[config.mk]
export PLATFORM = sky130hd
export DESIGN_NAME = alpha_recursion_ctrl
export DESIGN_NICKNAME = d
export VERILOG_FILES = /design/src/rtl/alpha_recursion_ctrl.sv
export SDC_FILE = /design/constraint.sdc
export NUM_CORES = 1
export LEC_CHECK = 0
export ABC_AREA = 1
export CORE_AREA = 2 2 94 96
export CTS_CLUSTER_SIZE = 24
export DETAILED_ROUTE_END_ITERATION = 12
export DIE_AREA = 0 0 96 98
export DONT_BUFFER_PORTS = 1
export GPL_TIMING_DRIVEN = 0
export SYNTH_ARGS = -nofsm -noshare
export SYNTH_HDL_FRONTEND = slang
export SYNTH_SLANG_ARGS = --single-unit
[constraint.sdc]
create_clock -name clk -period 1.68 [get_ports clk]
set_input_delay 0.168 -clock clk [delete_from_list [all_inputs] [get_ports clk]]
set_output_delay 0.168 -clock clk [all_outputs]
set_load 0.01 [all_outputs]
[src/rtl/alpha_recursion_ctrl.sv]
// Forward (alpha) recursion sequencer: walks one trellis block, drives branch-metric reads,
// alpha-element valids and alpha-memory writes. Optional normalization pulses via ALPHA_NORM_EN.
module alpha_recursion_ctrl #(
  parameter int BITS        = 16,
  parameter int MAX_LEN     = 1024,
  parameter int ADDR_W      = 10,
  parameter int NORM_PERIOD = 8
) (
  input  logic              clk,
  input  logic              rst,
  input  logic              start,
  input  logic [ADDR_W:0]   block_len,
  output logic              busy,
  output logic              done,
  output logic              bm_rd_en,
  output logic [ADDR_W-1:0] bm_rd_addr,
  output logic              elem_in_valid,
  output logic              alpha_init_sel,
  output logic              norm_pulse,
  output logic              alpha_wr_en,
  output logic [ADDR_W-1:0] alpha_wr_addr
);

  localparam bit CfgOk = (BITS > 0) && ((64'd1 << ADDR_W) >= 64'(MAX_LEN)) &&
                         (MAX_LEN > 0) && (NORM_PERIOD > 0);

  if (!CfgOk) begin : g_bad_cfg
    $error("alpha_recursion_ctrl: inconsistent parameters");
  end

  typedef enum logic [1:0] {IDLE, RUN, DRAIN, DONE} state_t;

  state_t            state_q, state_d;
  logic [ADDR_W-1:0] rd_cnt_q;
  logic [ADDR_W-1:0] last_idx_q, last_idx_d;
  logic              s1_valid_q, s2_valid_q;
  logic [ADDR_W-1:0] s1_idx_q, s2_idx_q;

  // Oversized requests clamp to MAX_LEN; low-bit wrap of N-1 is exact for N in 1..2^ADDR_W.
  always_comb begin
    last_idx_d = block_len[ADDR_W-1:0] - ADDR_W'(1);
    if (block_len > (ADDR_W+1)'(MAX_LEN))
      last_idx_d = ADDR_W'(MAX_LEN - 1);
  end

  always_ff @(posedge clk) begin
    if (rst) state_q <= IDLE;
    else     state_q <= state_d;
  end

  always_comb begin
    state_d  = state_q;
    busy     = 1'b0;
    done     = 1'b0;
    bm_rd_en = 1'b0;
    case (state_q)
      IDLE: begin
        if (start) state_d = (block_len == '0) ? DONE : RUN;
      end
      RUN: begin
        busy     = 1'b1;
        bm_rd_en = 1'b1;
        if (rd_cnt_q == last_idx_q) state_d = DRAIN;
      end
      DRAIN: begin
        busy = 1'b1;
        if (s2_valid_q && (s2_idx_q == last_idx_q)) state_d = DONE;
      end
      DONE: begin
        done    = 1'b1;
        state_d = IDLE;
      end
      default: state_d = IDLE;
    endcase
  end

  // Read counter saturates at the last index so N = MAX_LEN never wraps.
  always_ff @(posedge clk) begin
    if (rst) begin
      rd_cnt_q   <= '0;
      last_idx_q <= '0;
      s1_valid_q <= 1'b0;
      s1_idx_q   <= '0;
      s2_valid_q <= 1'b0;
      s2_idx_q   <= '0;
    end else begin
      if ((state_q == IDLE) && start) begin
        rd_cnt_q   <= '0;
        last_idx_q <= last_idx_d;
      end else if ((state_q == RUN) && (rd_cnt_q != last_idx_q)) begin
        rd_cnt_q <= rd_cnt_q + ADDR_W'(1);
      end
      s1_valid_q <= bm_rd_en;
      s1_idx_q   <= rd_cnt_q;
      s2_valid_q <= s1_valid_q;
      s2_idx_q   <= s1_idx_q;
    end
  end

  assign bm_rd_addr     = bm_rd_en ? rd_cnt_q : '0;
  assign elem_in_valid  = s1_valid_q;
  assign alpha_init_sel = s1_valid_q && (s1_idx_q == '0);
  assign alpha_wr_en    = s2_valid_q;
  assign alpha_wr_addr  = s2_valid_q ? s2_idx_q : '0;

`ifdef ALPHA_NORM_EN
  localparam int NW = (NORM_PERIOD > 1) ? $clog2(NORM_PERIOD) : 1;

  logic [NW-1:0] norm_cnt_q;
  logic          s1_norm_q;

  // Step-index modulo counter, restarted each block, aligned to stage 1 like elem_in_valid.
  always_ff @(posedge clk) begin
    if (rst) begin
      norm_cnt_q <= '0;
      s1_norm_q  <= 1'b0;
    end else begin
      if (state_q == IDLE)
        norm_cnt_q <= '0;
      else if (bm_rd_en)
        norm_cnt_q <= (norm_cnt_q == NW'(NORM_PERIOD - 1)) ? '0 : norm_cnt_q + NW'(1);
      s1_norm_q <= bm_rd_en && (norm_cnt_q == NW'(NORM_PERIOD - 1));
    end
  end

  assign norm_pulse = s1_valid_q & s1_norm_q;
`else
  assign norm_pulse = 1'b0;
`endif

endmodule

==> run metrics <==
area of the multi-input gates 1170 um^2; total of max-cap violations 0; DP Worst Slack -0.215 ns; area grow syn2layout 13.4%; die width 96 um; Synth Area per Inst 6.65 um^2; Initial DRT Pass Iterations 4; fillers 889; Residual DRC 0; RSZ-0062 raised after global routing no; number of clock sinks 44; die area 9410 um^2; top_reg_cell synth dfxtp_1; register-to-register setup slack 0.12 ns; fraction of layout cells with a size suffix above 1 8.70%; CTS tree built; initial DRC count ~110; most frequent cells in the layout inv_1, nand2_1, nor2_1, dfxtp_1, nand3_1; routed vias/inst 4.41; CP required 1.86 ns; Vias 2101; depth of the worst hold-timing path 2; Seq/Total Area, Yosys 36.9%; Total GRT Usage approximately an eighth; worst skew pair latency approximately 0.29 ns; fmax between 0.6 and 0.7 GHz; clk_skew slightly below 0.008 ns; first-pass GRT wire length 9.60 mm; Worst IR Drop VDD around 0.00043 V; post-synthesis cell type count 27; final hold slack 0.0493 ns; EDFF count, synth 0; CTS Buf Count 5; initial antenna violation count 0; yosys warns 0; Hold Path Class input port to flop; worst r2r path cells 9; clock tree buffer depth 2; leakage approximately 1.3 nW; Setup Crit Path Kind flop to flop; Placer Congestion between 0.8 and 0.9; DP HPWL 4.38 mm; Clock transition at path regs 0.08 ns; period utilization just over 90%; Register Area 887 um^2; core area 8470 um^2; Pins Over Slew Limit 0; GR peak layer met2; vias in the first global route 2068; final core occ 32.0%; PwrDens 1170 nW/um^2; WL/cell between 10 and 15 um; final hold vios 0; CTS HTree Levels 2; met3 global-route usage 2.85%; Crit. End Element flop; routed wire length around 5.5 mm; IO buf count 0; post-route ant nets 0; FFs w/ async S/R, synth 0%; Final Critical Period ~1.6 ns; crit path DAT 1.74 ns; syn nets 380; Initial Utilization 28.2%; global route overflow 0; standard-cell rows 34; M1 GR Usage 16.1%; Nets 388; chip height 98 um; CP startpoint kind flop; final cell count without fillers 476; synthesized area 2390 um^2; status complete, no violations; largest net degree at the start of global routing 15; fin worst setup slack 0.120 ns; GR met2 Demand/Resource between 20% and 30%; # placed instances 467; post-synthesis register bit count 44; root buffer cell clkbuf_8; Ant. Diodes 0; Worst Path Max Fanout 10; Syn Inst Count 359; Final Setup Violations 0; I/O pin total between 40 and 50
-- cell families (layout without fill, tap and decap cells) --
logic type / after synthesis / after routing / share of synthesized area, %
flops: 44 / 44 / 36.9
xor+xnor: 21 / 21 / 7.70
other cells: 1 / 1 / 0.157
compound gates: 37 / 37 / 8.38
fa+ha+maj: 7 / 7 / 3.67
simple gates: 159 / 159 / 27.9
buf+inv: 90 / 99 / 15.3
-- repair_timing --
action / CTS / global route
buffers inserted: 0 / 0
gates resized for setup: 9 / 10
hold buffers: 1 / 0
endpoints found under the setup margin: 12 / 28
endpoints found under the hold margin: 1 / 0
-- power breakdown --
group | internal [W] | switching (W)
registers | 0.00117 | 0.000165
clock network | 0.000486 | 0.000350
logic | 0.000386 | 0.000604
-- synthesized netlist by cell type, types with 3 or more instances --
cell / instances / area [um^2]
a31oi_1: 6 / 37.5
dfxtp_1: 44 / 881
o21ai_0: 13 / 65.1
xnor2_1: 4 / 35.0
nor2_1: 47 / 176
buf_6: 3 / 33.8
nor3_1: 5 / 25.0
inv_1: 77 / 289
nand2_1: 76 / 285
xor2_1: 17 / 149
ha_1: 7 / 87.6
a21oi_1: 15 / 75.1
nand4_1: 7 / 43.8
nand3_1: 18 / 90.1
clkbuf_1: 5 / 18.8
-- worst max-delay path, cell delays in order (launching register included) --
cell	delay [ns]
dfxtp_1	0.40
inv_1	0.14
nand2_1	0.08
nand2_1	0.06
nor2_2	0.11
nand3_2	0.12
or2_1	0.24
buf_6	0.15
a21oi_1	0.12
nor2_1	0.06
-- routing by layer --
| metal | up-vias | wire length, um |
|---|---|---|
| met2 | 50 | 2600 |
| met1 | 943 | 2560 |
| met4 | 0 | 77 |
| li1 | 1102 | - |
| met3 | 6 | 272 |
| met5 | - | 0 |
-- area by class of cell --
class / instances / area share, %
clock inverter: 2 / 1.43
inverter: 78 / 10.8
sequential: 44 / 32.8
clock buffer: 6 / 3.05
tap: 108 / 4.99
multi-input combinational: 225 / 43.3
buffer: 12 / 3.28
timing repair buffer: 1 / 0.370
-- registers in the layout, indices dropped and copies added, names as in the netlist --
name           flops
s1_idx_q          10
last_idx_q        10
alpha_wr_en        1
s2_idx_q          10
elem_in_valid      1
rd_cnt_q          10
state_q            2
-- final timing paths --
kind | from | to
max | rd_cnt_q[7] | rd_cnt_q[7]
min reg2reg | s1_idx_q[7] | s2_idx_q[7]
min | block_len[10] | last_idx_q[8]
max reg2reg | rd_cnt_q[7] | rd_cnt_q[7]
-- per-stage QoR --
step / instance area, um^2 / TNS, ns / total power (W)
CTS: 2680 / 0 / 0.00314
global route: 2710 / 0 / 0.00339
detailed placement: 2520 / -1.33 / 0.00226
global placement: 2520 / -1.14 / 0.00224
finish: 2710 / 0 / 0.00316
floorplan: 2390 / 0 / 0.00202
No activity file was read; power rests on OpenSTA's default activity.
